<file path="src/rtl/pixel_frame_source.sv">
// Raster pixel source: walks a W x H frame by linear RAM address and emits one pixel per clock with frame/line strobes.
// Optional build macro PIXEL_TEST_PATTERN_EN replaces RAM data with an x^y test pattern and silences RdEn.
module pixel_frame_source (
  input  logic        Clk,
  input  logic        nReset,
  input  logic        Start,
  input  logic        Continuous,
  input  logic [7:0]  Width,
  input  logic [7:0]  Height,
  output logic        RdEn,
  output logic [15:0] RdAddr,
  input  logic [10:0] RdData,
  output logic [10:0] PixelOut,
  output logic        PixelValid,
  output logic        FrameOut,
  output logic        LineOut,
  output logic        Busy,
  output logic        Done
);

  typedef enum logic [1:0] {
    ST_IDLE,
    ST_RUN,
    ST_DRAIN
  } state_t;

  state_t      r_state;
  state_t      w_state_next;
  logic        w_done_next;

  logic [7:0]  r_width;
  logic [7:0]  r_height;
  logic [7:0]  r_x;
  logic [7:0]  r_y;
  logic [15:0] r_addr;
  logic        r_drain_cnt;

  logic        r_v1;
  logic        r_f1;
  logic        r_l1;
  logic [10:0] r_pix;
  logic        r_valid;
  logic        r_frame;
  logic        r_line;
  logic        r_done;

  logic        w_run;
  logic        w_dims_ok;
  logic        w_start_ok;
  logic        w_start_zero;
  logic        w_last_x;
  logic        w_last_pix;
  logic        w_relatch;

  assign w_run        = (r_state == ST_RUN);
  assign w_dims_ok    = (Width != 8'd0) && (Height != 8'd0);
  assign w_start_ok   = Start && w_dims_ok;
  assign w_start_zero = Start && !w_dims_ok;
  assign w_last_x     = (r_x == r_width - 8'd1);
  assign w_last_pix   = w_last_x && (r_y == r_height - 8'd1);
  // A back-to-back frame needs non-degenerate geometry; otherwise finish normally.
  assign w_relatch    = w_last_pix && Continuous && w_dims_ok;

  always_ff @(posedge Clk or negedge nReset) begin
    if (!nReset) begin
      r_state <= ST_IDLE;
    end else begin
      r_state <= w_state_next;
    end
  end

  always_comb begin
    w_state_next = r_state;
    w_done_next  = 1'b0;
    case (r_state)
      ST_IDLE: begin
        if (w_start_ok) begin
          w_state_next = ST_RUN;
        end else if (w_start_zero) begin
          w_done_next = 1'b1;
        end
      end
      ST_RUN: begin
        if (w_last_pix && !w_relatch) begin
          w_state_next = ST_DRAIN;
        end
      end
      ST_DRAIN: begin
        if (r_drain_cnt) begin
          w_state_next = ST_IDLE;
          w_done_next  = 1'b1;
        end
      end
      default: w_state_next = ST_IDLE;
    endcase
  end

  always_ff @(posedge Clk or negedge nReset) begin
    if (!nReset) begin
      r_width     <= 8'd0;
      r_height    <= 8'd0;
      r_x         <= 8'd0;
      r_y         <= 8'd0;
      r_addr      <= 16'd0;
      r_drain_cnt <= 1'b0;
    end else begin
      case (r_state)
        ST_IDLE: begin
          r_drain_cnt <= 1'b0;
          if (w_start_ok) begin
            r_width  <= Width;
            r_height <= Height;
            r_x      <= 8'd0;
            r_y      <= 8'd0;
            r_addr   <= 16'd0;
          end
        end
        ST_RUN: begin
          r_drain_cnt <= 1'b0;
          if (w_last_pix) begin
            r_x    <= 8'd0;
            r_y    <= 8'd0;
            r_addr <= 16'd0;
            if (w_relatch) begin
              r_width  <= Width;
              r_height <= Height;
            end
          end else if (w_last_x) begin
            r_x    <= 8'd0;
            r_y    <= r_y + 8'd1;
            r_addr <= r_addr + 16'd1;
          end else begin
            r_x    <= r_x + 8'd1;
            r_addr <= r_addr + 16'd1;
          end
        end
        ST_DRAIN: begin
          r_drain_cnt <= ~r_drain_cnt;
        end
        default: r_drain_cnt <= 1'b0;
      endcase
    end
  end

`ifdef PIXEL_TEST_PATTERN_EN
  logic [7:0] r_p1;
`endif

  // Stage 1 lines up with the RAM read; stage 2 registers the pixel with its strobes.
  always_ff @(posedge Clk or negedge nReset) begin
    if (!nReset) begin
      r_v1    <= 1'b0;
      r_f1    <= 1'b0;
      r_l1    <= 1'b0;
      r_pix   <= 11'd0;
      r_valid <= 1'b0;
      r_frame <= 1'b0;
      r_line  <= 1'b0;
      r_done  <= 1'b0;
`ifdef PIXEL_TEST_PATTERN_EN
      r_p1    <= 8'd0;
`endif
    end else begin
      r_v1    <= w_run;
      r_f1    <= w_run && (r_x == 8'd0) && (r_y == 8'd0);
      r_l1    <= w_run && (r_x == 8'd0) && (r_y != 8'd0);
      r_valid <= r_v1;
      r_frame <= r_f1;
      r_line  <= r_l1;
      r_done  <= w_done_next;
`ifdef PIXEL_TEST_PATTERN_EN
      r_p1    <= w_run ? (r_x ^ r_y) : 8'd0;
      r_pix   <= r_v1 ? {3'b000, r_p1} : 11'd0;
`else
      r_pix   <= r_v1 ? RdData : 11'd0;
`endif
    end
  end

`ifdef PIXEL_TEST_PATTERN_EN
  assign RdEn = 1'b0;
`else
  assign RdEn = w_run;
`endif
  assign RdAddr     = r_addr;
  assign PixelOut   = r_pix;
  assign PixelValid = r_valid;
  assign FrameOut   = r_frame;
  assign LineOut    = r_line;
  assign Busy       = (r_state != ST_IDLE);
  assign Done       = r_done;

endmodule
</file>
<file path="config.mk">
export PLATFORM = sky130hd
export DESIGN_NAME = pixel_frame_source
export DESIGN_NICKNAME = d
export VERILOG_FILES = /design/src/rtl/pixel_frame_source.sv
export SDC_FILE = /design/constraint.sdc
export NUM_CORES = 1
export LEC_CHECK = 0
export CORE_ASPECT_RATIO = 1.2
export CORE_MARGIN = 5
export CORE_UTILIZATION = 50
export DETAILED_ROUTE_END_ITERATION = 7
export DONT_BUFFER_PORTS = 1
export GPL_ROUTABILITY_DRIVEN = 0
export PLACE_DENSITY_LB_ADDON = 0.15
export SLEW_MARGIN = 40
export SYNTH_ARGS = -nofsm -noshare
export SYNTH_HDL_FRONTEND = slang
export SYNTH_SLANG_ARGS = --single-unit
</file>
<file path="constraint.sdc">
create_clock -name Clk -period 4.5 [get_ports Clk]
set_input_delay 0.9 -clock Clk [delete_from_list [all_inputs] [get_ports Clk]]
set_output_delay 0.9 -clock Clk [all_outputs]
set_load 0.005 [all_outputs]
</file>
; Yosys cells after proc, flatten, opt, wreduce, memory -nomap -nowiden
; Index checks and enable logic that the tools add are counted.
[totals]
elab_cells = 83
register_bits = 69
inputBits = 31
[op_classes]
bitwise_logic = 1
reduce_logical = 24
eq_ne = 10
addsub = 5
muxes = 28
[op_table]
columns = op, n
row1 = $mux W8, 11
row2 = $pmux W8 S2, 4
row3 = $mux W16, 2
row4 = $pmux W16 S2, 1
row5 = $reduce_bool A8 Y1, 3
row6 = $add A16 B1 Y16 const B, 1
row7 = $add A8 B1 Y8 const B, 2
row8 = $eq A8 B8 Y1, 2
row9 = $logic_not A8 Y1, 2
row10 = $sub A8 B1 Y8 const B, 2
row11 = $mux W11, 1
row12 = $logic_and A1 B1 Y1, 10
row13 = $mux W2, 3
row14 = $ne A2 B1 Y1 const B, 3
row15 = $pmux W2 S3, 1
row16 = $reduce_and A3 Y1, 2
row17 = $mux W1, 4
row18 = $ne A2 B2 Y1 const B, 2
row19 = $reduce_and A4 Y1, 1
row20 = $reduce_bool A2 Y1, 2
row21 = $ne A3 B1 Y1 const B, 1
row22 = $eq A2 B1 Y1 const B, 1
row23 = $eq A2 B2 Y1 const B, 1
row24 = $logic_not A1 Y1, 2
row25 = other kinds (4), 4

; Longest topological paths before layout
; Gate-level depths: netlist (run 1).
[depth]
word_depth = 9
mapped_depth = 11
mapped_depth_nobuf = 9

; Worst setup path before layout (run 1)
; No wires, ideal clock.
[synth_timing]
kind = register to register
from = reg r_width[2]
to = reg r_height[6]
slack_ns = 1.912
stages_incl_launch_ff = 10
arrival_time_ns = 2.463
cell_sequence = dfrtp_1 > nor4_1 > nand3_1 > a2111oi_2 > and4_1 > buf_4 > nand2_4 > o21ai_4 > buf_12 > mux2_4
[synth_between]
elab_chain_cells = 7
elab_cells_between_ends = 8
classes_between = add/sub (1) / eq/ne (3) / reduce/logical (4)
[synth_lines]
columns = element, line
row1 = "start, declared", 31  ; logic [7:0] r_width;
row2 = "start signal, assigned", 111  ; r_width <= Width;
row3 = "start signal, assigned", 125  ; r_width <= Width;
row4 = $sub A8 B1 Y8 *, 59  ; assign w_last_x = (r_x == r_width - 8'd1);
row5 = $eq A8 B8 Y1 *, 59
row6 = $logic_and A1 B1 Y1 *, 60  ; assign w_last_pix = w_last_x && (r_y == r_height - 8'd1);
row7 = $logic_and A1 B1 Y1 (2 in series), 62  ; assign w_relatch = w_last_pix && Continuous && w_dims_ok;
row8 = $ne A2 B1 Y1 (no line), -
row9 = $reduce_and A4 Y1 (no line) *, -
row10 = "end signal, assigned", 112  ; r_height <= Height;
row11 = "end signal, assigned", 126  ; r_height <= Height;
row12 = "end, declared", 32  ; logic [7:0] r_height;
; Mark *: on every way between the ends. The rest lies on a longest branch, timed or not.
; A chain may end at the register's enable or synchronous reset.

; Worst setup path in the final report (run 1)
[layout_timing]
from = reg r_width[2]
to = reg r_height[2]
; The elaborated chain is that of the path after synthesis.

==> flow_metrics.py, run 1 <==
metrics = {
    "timing": {
        "setup_viol": 0,
        "setup_tns_ps": 0,
        "finalCriticalPeriod_ps": 3065,
        "max_freq_ghz": 0.3262,
        "finalHoldViolations": 0,
        "hold_slack_ps": 250.1,
        "clock_skew_ps": 10.27,
        "relSlewSlack_pct": 55.80,
        "worst_pin_slew_ps": 657.9,
        "period_share_pct": 68.12,
        "rsz0062_at_grt": "no",
        "slew_viol_final": 0,
    },
    "global_routing": {
        "overflow": 0,
        "grt_max_degree": 70,
        "grt_pass1_wl_um": 11730,
        "antenna_found_initial": 0,
        "track_usage_pct": 16.85,
        "grt_pass1_vias": 2452,
    },
    "synth": {
        "synth_seq_area_share_pct": 49.71,
        "ys_types": 46,
        "syn_area_per_cell_sq_um": 10.79,
        "synth-edff-count": 0,
        "synthFlopType": "dfrtp_1",
        "syn_inst": 322,
        "syn-cell-area_sq_mm": 0.003473,
        "syn_nets": 360,
        "ys_seq_elements": 69,
        "yosys_warnings": 0,
        "async_flop_share_pct": 100.0,
    },
    "floorplan": {
        "dieArea_sq_mm": 0.008720,
        "row_count": 33,
        "io_pins": 64,
        "core_sq_mm": 0.006813,
        "start_util_pct": 50.98,
        "die_w_um": 86.09,
        "die_h_um": 101.3,
    },
    "worst_setup_path": {
        "rr_endpoint": "r_height[2]$_DFFE_PN0P_",
        "path_buf_inv": 0,
        "slowest_delay_ps": 540,
        "cp_cell_sequence": "nor4_1, nand3_1, a2111oi_2, and4_1, nand2_4, o21ai_4, mux2_2",
        "cp_max_fo": 16,
        "crit_slowest_cell": "o21ai_4",
        "path_class": "reg -> reg",
        "r2r_start": "r_width[2]$_DFFE_PN0P_",
        "worstPathRequired_ps": 4720,
        "ff2ff_setup_slack_ps": 1430,
        "start_kind": "register",
        "rr_worst_depth": 7,
        "cp_top_family": "simple AND/OR/NAND/NOR gates",
        "cp_data_arrival_time_ps": 3290,
        "end_kind": "register",
    },
    "final_layout": {
        "nets": 363,
        "antenna_cells": 0,
        "drive_gt1_share_pct": 11.82,
        "area_growth_pct": 8.033,
    },
    "clocking": {
        "clkTransAtPathRegs_ps": 80,
        "hold_buffers": 0,
        "htree_num_levels": 3,
        "worstSkewPairLatency_ps": 340,
        "clkSinkCount": 69,
        "cts_tree": "done",
        "cts_buffers": 9,
        "cts_resized": 0,
        "cts_setup_buffers": 0,
        "clockRootBuffer": "clkbuf_8",
        "clockBufferDepth": 2,
    },
    "run": {
        "cap_violations": 0,
    },
    "routing": {
        "firstDrtPassIters": 4,
        "ant_nets": 0,
        "drcViolationCount": 0,
        "wl_per_cell_um": 16.48,
        "postRouteWirelength_um": 6872,
        "vias": 2329,
        "viasPerCell": 5.585,
        "drtIter0Drc": 73,
    },
    "power_and_ir_drop": {
        "power_leakage_nw": 1.649,
        "total_power_mw": 2.207,
        "vdd_drop_max_v": 0.0002603,
        "p_per_area_mw_per_mm2": 588.2,
    },
    "min_path": {
        "hp-class": "in -> async",
    },
    "placed_design": {
        "dp_hpwl_um": 4922,
        "portBuffers": 0,
    },
    "status": {
        "outcome": "finished, final reports clean",
    },
}
-- metrics by stage --
step                setup slack (ps)  std cells  util [%]  area [sq um]
CTS                             1436        417     55.08          3752
floorplan                       1912        322         -          3473
detailed placement              1450        401     51.90          3536
global route                    1242        417     55.08          3752
finish                          1435        417     55.08          3752
global placement                1440        401     51.79          3528
-- kinds of logic (layout without fill, tap and decap cells) --
logic type / Yosys count / after routing / share of synthesized area (%)
flops: 69 / 69 / 49.71
simple gates: 123 / 123 / 18.66
fa+ha+maj: 7 / 7 / 2.521
compound gates: 44 / 44 / 9.726
xor+xnor: 39 / 39 / 9.834
mux: 16 / 16 / 6.268
buf+inv: 24 / 32 / 3.278
-- area by class of cell --
type	count	area, sq um
fillers	601	3060
multi-input cells	229	1640
inverters	16	60.06
clock buffers	11	131.4
flip-flops and latches	69	1727
clock inverters	5	85.08
well taps	87	108.9
-- cells in the final DEF, fill, tap and decap left out, types with 4 or more instances in the layout --
cell type,n
a21oi_1,6
and2_1,15
and3_1,6
and4_1,4
clkbuf_8,9
dfrtp_1,69
ha_1,7
inv_1,15
mux2_2,6
mux2_4,10
nand2_1,17
nand2b_1,4
nand3_1,20
nand4_1,7
nor2_1,27
nor3_1,6
nor4_1,6
o21ai_0,8
o31ai_1,4
xnor2_1,15
xor2_1,24
-- metal layers --
layer  track usage [%]  vias to the layer above  routed length [um]
li1                  -                     1130                   -
met1             20.82                     1123                2951
met2             27.12                       67                3234
met3             5.696                        9                 596
met4             6.821                        0                  89
met5                 0                        -                   0
-- power by group --
part | switching (mW) | internal, mW | leakage [nW]
clock network | 0.238 | 0.315 | 0.104
logic | 0.308 | 0.329 | 0.689
registers | 0.233 | 0.784 | 0.856
-- Yosys cell counts (7+ instances only) --
cell type   n  share of area (%)
mux2_4     10                4.3
inv_1      15                1.6
xor2_1     24                6.1
nand2_1    17                1.8
nor3_1      7                1.0
nor2_1     28                3.0
xnor2_1    15                3.8
ha_1        7                2.5
dfrtp_1    69                 50
nand3_1    20                2.9
o21ai_0     8                1.2
nand4_1     7                1.3
and2_1     15                2.7
-- state kept, by name, indices dropped and copies added (netlist names) --
signal       count
r_y              8
r_x              8
LineOut          1
PixelValid       1
r_v1             1
r_l1             1
r_drain_cnt      1
r_f1             1
Done             1
r_state          2
r_height         8
FrameOut         1
RdAddr          16
PixelOut        11
r_width          8
-- worst max path at each step --
stage | from | endpoint | slack [ps] | cells past startpoint
2_1_floorplan | r_width[2]$_DFFE_PN0P_ | r_height[6]$_DFFE_PN0P_ | 1910 | 9
3_3_place_gp | r_width[2]$_DFFE_PN0P_ | RdAddr[7]$_DFFE_PN0P_ | 1440 | 7
3_5_place_dp | r_width[2]$_DFFE_PN0P_ | r_height[2]$_DFFE_PN0P_ | 1450 | 7
4_1_cts | r_width[2]$_DFFE_PN0P_ | r_height[2]$_DFFE_PN0P_ | 1440 | 7
5_1_grt | r_width[2]$_DFFE_PN0P_ | r_height[0]$_DFFE_PN0P_ | 1240 | 7
6_report | r_width[2]$_DFFE_PN0P_ | r_height[2]$_DFFE_PN0P_ | 1430 | 7
Note: power is estimated with default switching activity, not from simulation.
==> inputs of run 2 (changes only) <==
==> constraint.sdc (replaced) <==
create_clock -name Clk -period 3 [get_ports Clk]
set_input_delay 0.6 -clock Clk [delete_from_list [all_inputs] [get_ports Clk]]
set_output_delay 0.6 -clock Clk [all_outputs]
set_load 0.005 [all_outputs]
==> flow_metrics.py, run 2 (same netlist as run 1, synthesis figures left out) <==
metrics = {
    "routing": {
        "drcViolationCount": 0,
        "ant_nets": 0,
        "viasPerCell": 5.580,
        "firstDrtPassIters": 4,
        "wl_per_cell_um": 16.61,
        "drtIter0Drc": 120,
        "postRouteWirelength_um": 7042,
        "vias": 2366,
    },
    "floorplan": {
        "io_pins": 64,
        "dieArea_sq_mm": 0.008720,
        "row_count": 33,
        "start_util_pct": 50.98,
        "die_w_um": 86.09,
        "core_sq_mm": 0.006813,
        "die_h_um": 101.3,
    },
    "clocking": {
        "cts_buffers": 9,
        "clockBufferDepth": 2,
        "worstSkewPairLatency_ps": 340,
        "clkTransAtPathRegs_ps": 80,
        "htree_num_levels": 3,
        "cts_setup_buffers": 0,
        "cts_tree": "done",
        "clockRootBuffer": "clkbuf_8",
        "clkSinkCount": 69,
    },
    "worst_setup_path": {
        "end_kind": "register",
        "start_kind": "register",
        "path_class": "reg -> reg",
        "cp_max_fo": 8,
        "cp_data_arrival_time_ps": 2960,
        "worstPathRequired_ps": 3220,
    },
    "power_and_ir_drop": {
        "vdd_drop_max_v": 0.0004360,
        "p_per_area_mw_per_mm2": 893.9,
        "power_leakage_nw": 1.713,
    },
    "final_layout": {
        "antenna_cells": 0,
        "final.fill_count": 593,
        "drive_gt1_share_pct": 13.65,
        "layout_common_cells": "69 x dfrtp_1, 28 x nor2_1, 24 x xor2_1",
        "nets": 370,
        "final_common_cell": "dfrtp_1",
        "largest_reg_flops": 16,
        "finish.utilization_pct": 56.58,
        "area_growth_pct": 10.99,
    },
    "timing": {
        "setup_viol": 0,
        "finalHoldViolations": 0,
        "finalCriticalPeriod_ps": 2743,
        "clock_skew_ps": 9.646,
        "final.setup.worst_slack_ps": 256.8,
        "rsz0062_at_grt": "no",
        "period_share_pct": 91.44,
        "slew_viol_final": 0,
        "relSlewSlack_pct": 48.47,
        "setup_tns_ps": 0,
        "max_freq_ghz": 0.3645,
        "worst_pin_slew_ps": 767.0,
    },
    "global_routing": {
        "met2_usage_pct": 26.65,
        "grt_use_met1_pct": 22.17,
        "antenna_found_initial": 0,
        "grt_max_degree": 70,
        "grt_pass1_wl_um": 11830,
        "overflow": 0,
        "grt.busiest_layer": "met2",
        "grt_util_met3_pct": 5.289,
        "grt_pass1_vias": 2420,
        "track_usage_pct": 17.16,
    },
    "placed_design": {
        "portBuffers": 0,
        "pre_cts_slack_ps": 250.5,
        "dp_hpwl_um": 5057,
    },
    "min_path": {
        "hp-class": "in -> async",
    },
    "status": {
        "outcome": "finished, final reports clean",
    },
    "run": {
        "cap_violations": 0,
    },
}
## run 2: cell count changes in the layout (fill, tap and decap cells not counted), sizes merged
cell,previous run,this run
bufinv,2,3
buf,0,7
clkinvlp,1,0
## run 2: layout make-up
cell class	count	area (sq um)	share of cell area (%)
clock inverters	5	107.6	2.791
multi-input cells	229	1638	42.49
inverters	16	60.06	1.558
repair buffers	7	72.57	1.883
clock buffers	11	141.4	3.668
well taps	87	108.9	2.824
flip-flops and latches	69	1727	44.79
## run 2: stage by stage
step / std cells / area (sq um) / hold slack [ps] / power (mW)
after CTS: 424 / 3855 / 136.2 / 3.491
after global placement: 407 / 3573 / 306.1 / 2.483
final: 424 / 3855 / 140.8 / 3.446
after detailed placement: 407 / 3578 / 306.2 / 2.522
after global routing: 424 / 3855 / 157.9 / 3.703
after floorplan: 322 / 3473 / 304.4 / 2.268
## run 2: final timing paths
check | start | to | slack (ps) | cells past startpoint
worst min-delay path | nReset | PixelOut[8]$_DFF_PN0_ | 140 | 1
worst max register to register | r_width[0]$_DFFE_PN0P_ | r_width[1]$_DFFE_PN0P_ | 260 | 10
worst max-delay path | r_width[0]$_DFFE_PN0P_ | r_width[1]$_DFFE_PN0P_ | 260 | 10
min in group Clk | r_l1$_DFF_PN0_ | LineOut$_DFF_PN0_ | 350 | 0
max in group asynchronous | nReset | r_y[4]$_DFFE_PN0P_ | 2590 | 1
worst min register to register | r_l1$_DFF_PN0_ | LineOut$_DFF_PN0_ | 350 | 0
## run 2: report_power, final
group	total, mW	switching [mW]	internal [mW]
logic	0.998	0.487	0.512
clock network	0.932	0.354	0.578
registers	1.52	0.339	1.18
## run 2: layer usage
layer  up-vias  share of wire (%)
li1       1150                  -
met1      1134                 45
met2        71                 45
met3        11                8.0
met4         0                1.8
met5         -                  0
## run 2: repair_timing
item | CTS | global route
gates resized for setup | 0 | 0
hold buffers | 1 | 0
endpoints found under the hold margin | 69 | 0
## run 2: worst max-delay path: stages (launching register included)
cell and delay [ps]:
dfrtp_1 420, inv_1 70, ha_1 210, nor3b_1 260
xnor2_1 110, a2111oi_2 380, and4_1 390, nand2_4 80
o21ai_4 160, buf_4 210, mux2_4 320
==> RTL edit 1: new RTL, config.mk and constraints of run 2 <==
The output `PixelOut` loses its register stage (`r_pix` becomes a continuous assignment).
--- a/src/rtl/pixel_frame_source.sv
+++ b/src/rtl/pixel_frame_source.sv
@@ -152,7 +152,6 @@
       r_v1    <= 1'b0;
       r_f1    <= 1'b0;
       r_l1    <= 1'b0;
-      r_pix   <= 11'd0;
       r_valid <= 1'b0;
       r_frame <= 1'b0;
       r_line  <= 1'b0;
@@ -172,10 +171,11 @@
       r_p1    <= w_run ? (r_x ^ r_y) : 8'd0;
       r_pix   <= r_v1 ? {3'b000, r_p1} : 11'd0;
 `else
-      r_pix   <= r_v1 ? RdData : 11'd0;
 `endif
     end
   end
+
+  assign r_pix = r_v1 ? RdData : 11'd0;
 
 `ifdef PIXEL_TEST_PATTERN_EN
   assign RdEn = 1'b0;
Function: changed (Yosys sat finds a counterexample within 4 cycles, from zero or initial values and one cycle with nReset low).
==> RTL edit 1 against run 2 <==
Sequential cell count shrank 11; synthesized area shrank 2.8%; largest cell class is now multi-input gates; the run now ends with setup timing left; worst setup slack lost 0.38 ns; total power grew 8.2%; critical path type unchanged; clock skew shrank 0.00060 ns; combinational power grew 47%; first-iteration DRC count grew 95%; routed wire length grew 8.3%; cell area grew 0.94%; cell count grew 8.5%.
==> RTL edit 1: results (changes against run 2) <==
metric,value,unit,change
outcome,"complete, but fails checks",,was completed
failing checks,setup timing,,
largest stage delay on the critical path,0.54,ns,was 0.42 ns
number of vias per cell,5.972,,was 5.580
multiplexer share of the synthesized area,0.07595,,was 0.06268
compound-cell area share of the yosys netlist,0.1441,,was 0.09726
first-pass iteration count of the detailed router,5,,was 4
DP Area,3610,um^2,was 3578 um^2
largest net degree at the start of global routing,59,,was 70
final count of negative-setup-slack endpoints,16,,was 0
post-synthesis xor/xnor area fraction,0.05446,,was 0.09834
Netlist cell types,51,,was 46
initial drt markers,234,,was 120
synthesized net count,392,,was 360
syn avg cell area,9.540,um^2,was 10.79 um^2
"Slowest-stage cell, CP",or4_4,,was dfrtp_1
peak supply drop,496.3,uV,was 436.0 uV
share of layout cells above drive strength 1,0.1787,,was 0.1365
sequential area share after synthesis,0.4298,,was 0.4971
commonest cells in the netlist,"dfrtp_1 (58), nor2_1 (26), nand2_1 (23), nand3_1 (23), inv_1 (20)",,"was dfrtp_1 (69), nor2_1 (28), xor2_1 (24)"
placed cells,443,,was 407
Post-DP HPWL,5.426,mm,was 5.057 mm
most area-consuming cells after synthesis,"dfrtp_1 (43%), mux2_4 (4.0%), nand3_1 (3.4%)",,"was dfrtp_1 (50%), xor2_1 (6.1%), mux2_4 (4.3%)"
vias in the first global route,2673,,was 2420
Synth Area in Adders,0.02594,,was 0.02522
met2 usage,0.3212,,was 0.2665
Non-Filler Instances,460,,was 424
clock skew,0.009048,ns,was 0.009646 ns
Final WS setup,-0.1213,ns,was 0.2568 ns
routing usage on met1,0.2267,,was 0.2217
Fillers,564,,was 593
nets@finish,408,,was 370
Slew @ Worst Pin,0.6013,ns,was 0.7670 ns
LEAKAGE,1.713,nW,about the same
GR Layer Usage met3,0.04680,,was 0.05289
Worst EP arrival,3.35,ns,was 2.96 ns
pre-CTS setup slack,-0.1291,ns,was 0.2505 ns
Routed WL,7.626,mm,was 7.042 mm
==> RTL edit 1: final cells by class <==
class | count | area, um^2 | share of cell area
inverters | 20 | 75.07 | 0.01929
clock inverters | 4 | 72.57 | 0.01865
multi-input cells | 260 | 1818 | 0.4672
flip-flops and latches | 58 | 1451 | 0.3730
well taps | 85 | 106.4 | 0.02733
clock buffers | 12 | 165.2 | 0.04244
repair buffers | 21 | 202.7 | 0.05209
==> RTL edit 1: through the flow <==
stage	total power [W]	setup TNS, ns	util
global route	0.004010	-3.472	0.5999
detailed placement	0.002851	-1.703	0.5565
floorplan	0.002402	-1.523	-
finish	0.003730	-1.581	0.5999
CTS	0.003751	-1.914	0.5986
global placement	0.002801	-0.7046	0.5559
==> RTL edit 1: metal layers <==
metal,vias to the layer above,wire (um)
li1,1308,-
met1,1342,3171
met2,84,3918
met3,13,415
met4,0,121
met5,-,0
==> RTL edit 1: logic make-up (layout without fill, tap and decap cells) <==
logic type | Yosys count | count (layout)
adders and majority gates | 7 | 7
buffers and inverters | 36 | 57
muxes | 20 | 20
and+or+nand+nor | 141 | 141
AOI/OAI and AO/OA | 71 | 71
xor gates and xnor gates | 21 | 21
DFF | 58 | 58
==> RTL edit 1: power by group <==
group          leakage (nW)  switching [W]  internal, W
Sequential            0.717       0.000352      0.00105
Clock                 0.119       0.000322     0.000534
Combinational         0.878       0.000712     0.000760
==> RTL edit 1: repair_timing <==
| action | CTS | global route |
|---|---|---|
| setup endpoints to repair | 16 | 28 |
| hold endpoints to repair | 58 | 0 |
| hold buffers | 1 | 0 |
| gates resized for setup | 2 | 2 |
==> RTL edit 1: worst paths after layout <==
check | start | to | slack, ns | depth (start not counted)
min reg2reg | r_f1$_DFF_PN0_ | FrameOut$_DFF_PN0_ | 0.35 | 0
max | r_height[1]$_DFFE_PN0P_ | r_width[1]$_DFFE_PN0P_ | -0.12 | 8
min | nReset | r_y[1]$_DFFE_PN0P_ | 0.12 | 1
min in group Clk | r_f1$_DFF_PN0_ | FrameOut$_DFF_PN0_ | 0.35 | 0
max in group asynchronous | nReset | RdAddr[0]$_DFFE_PN0P_ | 2.64 | 1
max reg2reg | r_height[1]$_DFFE_PN0P_ | r_width[1]$_DFFE_PN0P_ | -0.12 | 8
==> RTL edit 1: critical path, delay by kind of cell (launching register included) <==
family	cells	cell delay, ns
mux	1	0.34
simple gates	3	1.27
buf+inv	1	0.21
compound gates	3	0.80
flops	1	0.38
==> RTL edit 2: new RTL, config.mk and constraints of run 2 <==
Made on the original files. Reset style: synchronous (`nReset`), changed in 3 clocked blocks.
--- a/src/rtl/pixel_frame_source.sv
+++ b/src/rtl/pixel_frame_source.sv
@@ -61,7 +61,7 @@
   // A back-to-back frame needs non-degenerate geometry; otherwise finish normally.
   assign w_relatch    = w_last_pix && Continuous && w_dims_ok;
 
-  always_ff @(posedge Clk or negedge nReset) begin
+  always_ff @(posedge Clk) begin
     if (!nReset) begin
       r_state <= ST_IDLE;
     end else begin
@@ -95,7 +95,7 @@
     endcase
   end
 
-  always_ff @(posedge Clk or negedge nReset) begin
+  always_ff @(posedge Clk) begin
     if (!nReset) begin
       r_width     <= 8'd0;
       r_height    <= 8'd0;
@@ -147,7 +147,7 @@
 `endif
 
   // Stage 1 lines up with the RAM read; stage 2 registers the pixel with its strobes.
-  always_ff @(posedge Clk or negedge nReset) begin
+  always_ff @(posedge Clk) begin
     if (!nReset) begin
       r_v1    <= 1'b0;
       r_f1    <= 1'b0;
Behaviour: differs if nReset is asserted again (counterexample within 4 cycles, from zero or initial values and one cycle with nReset low); with nReset held inactive, the same outputs for 10 cycles.
==> RTL edit 2 against run 2 <==
Routed wire length increased by 7.4%; sequential cell count unchanged; global-route usage increased by 0.82 points; worst setup slack improved by 0.052 ns; count of clock-buffer cells in the layout unchanged; synthesized area increased by 2.9%; cell area decreased by 0.94%; critical endpoint is now RdAddr[0]$_SDFFE_PN0P_; largest cell class is now multi-input gates.
Power is not compared: it rests on default switching activity, and its combinational part moved more than twofold at a synthesized area within 25%.
==> RTL edit 2: results (changes against run 2) <==
metric,value,unit,change
outcome,completed,,unchanged
Total GRT Usage,0.1798,,was 0.1716
share of layout cells above drive strength 1,0.09848,,was 0.1365
GR Layer Usage met3,0.04796,,was 0.05289
Slew @ Worst Pin,0.6577,ns,was 0.7670 ns
Data buffer area share,0.009830,,was 0.01883
clock skew,0.01021,ns,was 0.009646 ns
largest net degree at the start of global routing,64,,was 70
async set-reset flop share out of synthesis,0,,was 1.000
sw frac,0.3041,,
Post-DP HPWL,5.436,mm,was 5.057 mm
PD cells,602.1,nW/um^2,
largest stage delay on the critical path,0.47,ns,was 0.42 ns
CP top delay family,simple AND/OR/NAND/NOR gates,,unchanged
"Slowest-stage cell, CP",or3b_2,,was dfrtp_1
"FF+latch count, synth",69,,unchanged
DP Area,3617,um^2,was 3578 um^2
met1 WL,3.259,mm,was 3.176 mm
vias,2821,,was 2366
routing usage on met1,0.2169,,was 0.2217
CTS buffer count,9,,unchanged
FMAX,0.3716,GHz,was 0.3645 GHz
multi-input logic area,2048,um^2,was 1638 um^2
nets@finish,429,,was 370
HP Class,input pin to flip-flop,,was input pin to async pin
most area-consuming cells after synthesis,"dfxtp_1 (39%), xnor2_1 (5.4%), nand2_1 (5.3%)",,"was dfrtp_1 (50%), xor2_1 (6.1%), mux2_4 (4.3%)"
sequential area share after synthesis,0.3866,,was 0.4971
CTS Root Cell,clkbuf_8,,unchanged
storage element area,1381,um^2,was 1727 um^2
Crit. Startpoint,r_width[0]$_SDFFE_PN0P_,,was r_width[0]$_DFFE_PN0P_
antenna violations before repair,0,,unchanged
GRT busiest layer,met2,,unchanged
Non-CTS buffers,5,,was 7
vias in the first global route,2730,,was 2420
WL/cell,15.66,um,was 16.61 um
Clock-cell share,0.05275,,was 0.06459
Non-clk invs,11,,was 16
R2R Setup Slk,0.31,ns,was 0.26 ns
commonest cells in the netlist,"dfxtp_1 (69), nand2_1 (50), and3_1 (29)",,"was dfrtp_1 (69), nor2_1 (28), xor2_1 (24)"
pre-CTS setup slack,0.2904,ns,was 0.2505 ns
Residual DRC,0,,unchanged
initial drt markers,103,,was 120
Synthesis Warnings,0,,unchanged
Met3 Routed Length,496,um,was 562 um
Synth Instances,396,,was 322
antenna cell count,0,,unchanged
core box area,6895,um^2,was 6813 um^2
postcts setup bufs,0,,unchanged
Worst Path Max Fanout,19,,was 8
worst hold slack,0.3858,ns,was 0.1408 ns
Netlist cell types,55,,was 46
Worst EP arrival,2.93,ns,was 2.96 ns
met2 WL,3.669,mm,was 3.175 mm
Routed WL,7.564,mm,was 7.042 mm
first-pass GRT wire length,12.90,mm,was 11.83 mm
critical path capture point,RdAddr[0]$_SDFFE_PN0P_,,was r_width[1]$_DFFE_PN0P_
#MultiIn Comb,295,,was 229
met2 usage,0.2998,,was 0.2665
Fillers,623,,was 593
placed cells,467,,was 407
[RTL edit 2: changes by cell type after synthesis, sizes merged, moves of 11 or more]
cell	change
dfrtp	-69
mux2i	+17
clkbuf	+11
nand2	+32
dfxtp	+69
xor2	-17
and3	+23
mux2	-15
[RTL edit 2: logic make-up (layout without fill, tap and decap cells)]
logic type,Yosys count,after routing,synth area share
AND/OR/NAND/NOR,173,173,0.2679
flip-flops,69,69,0.3866
AO/OA/AOI/OAI,68,68,0.1590
buffers and inverters,32,32,0.04026
XOR/XNOR,29,29,0.07108
multiplexers,18,18,0.05077
adder cells (fa/ha/maj),7,7,0.02451
[RTL edit 2: power by group through the flow]
stage / Combinational (W) / Clock [W] / Sequential, W
after global placement: 0.000467 / 0 / 0.00108
after detailed placement: 0.000478 / 0 / 0.00108
after global routing: 0.000534 / 0.000826 / 0.00107
final: 0.000476 / 0.000767 / 0.00106
after CTS: 0.000481 / 0.000783 / 0.00106
after floorplan: 0.000426 / 0 / 0.00104
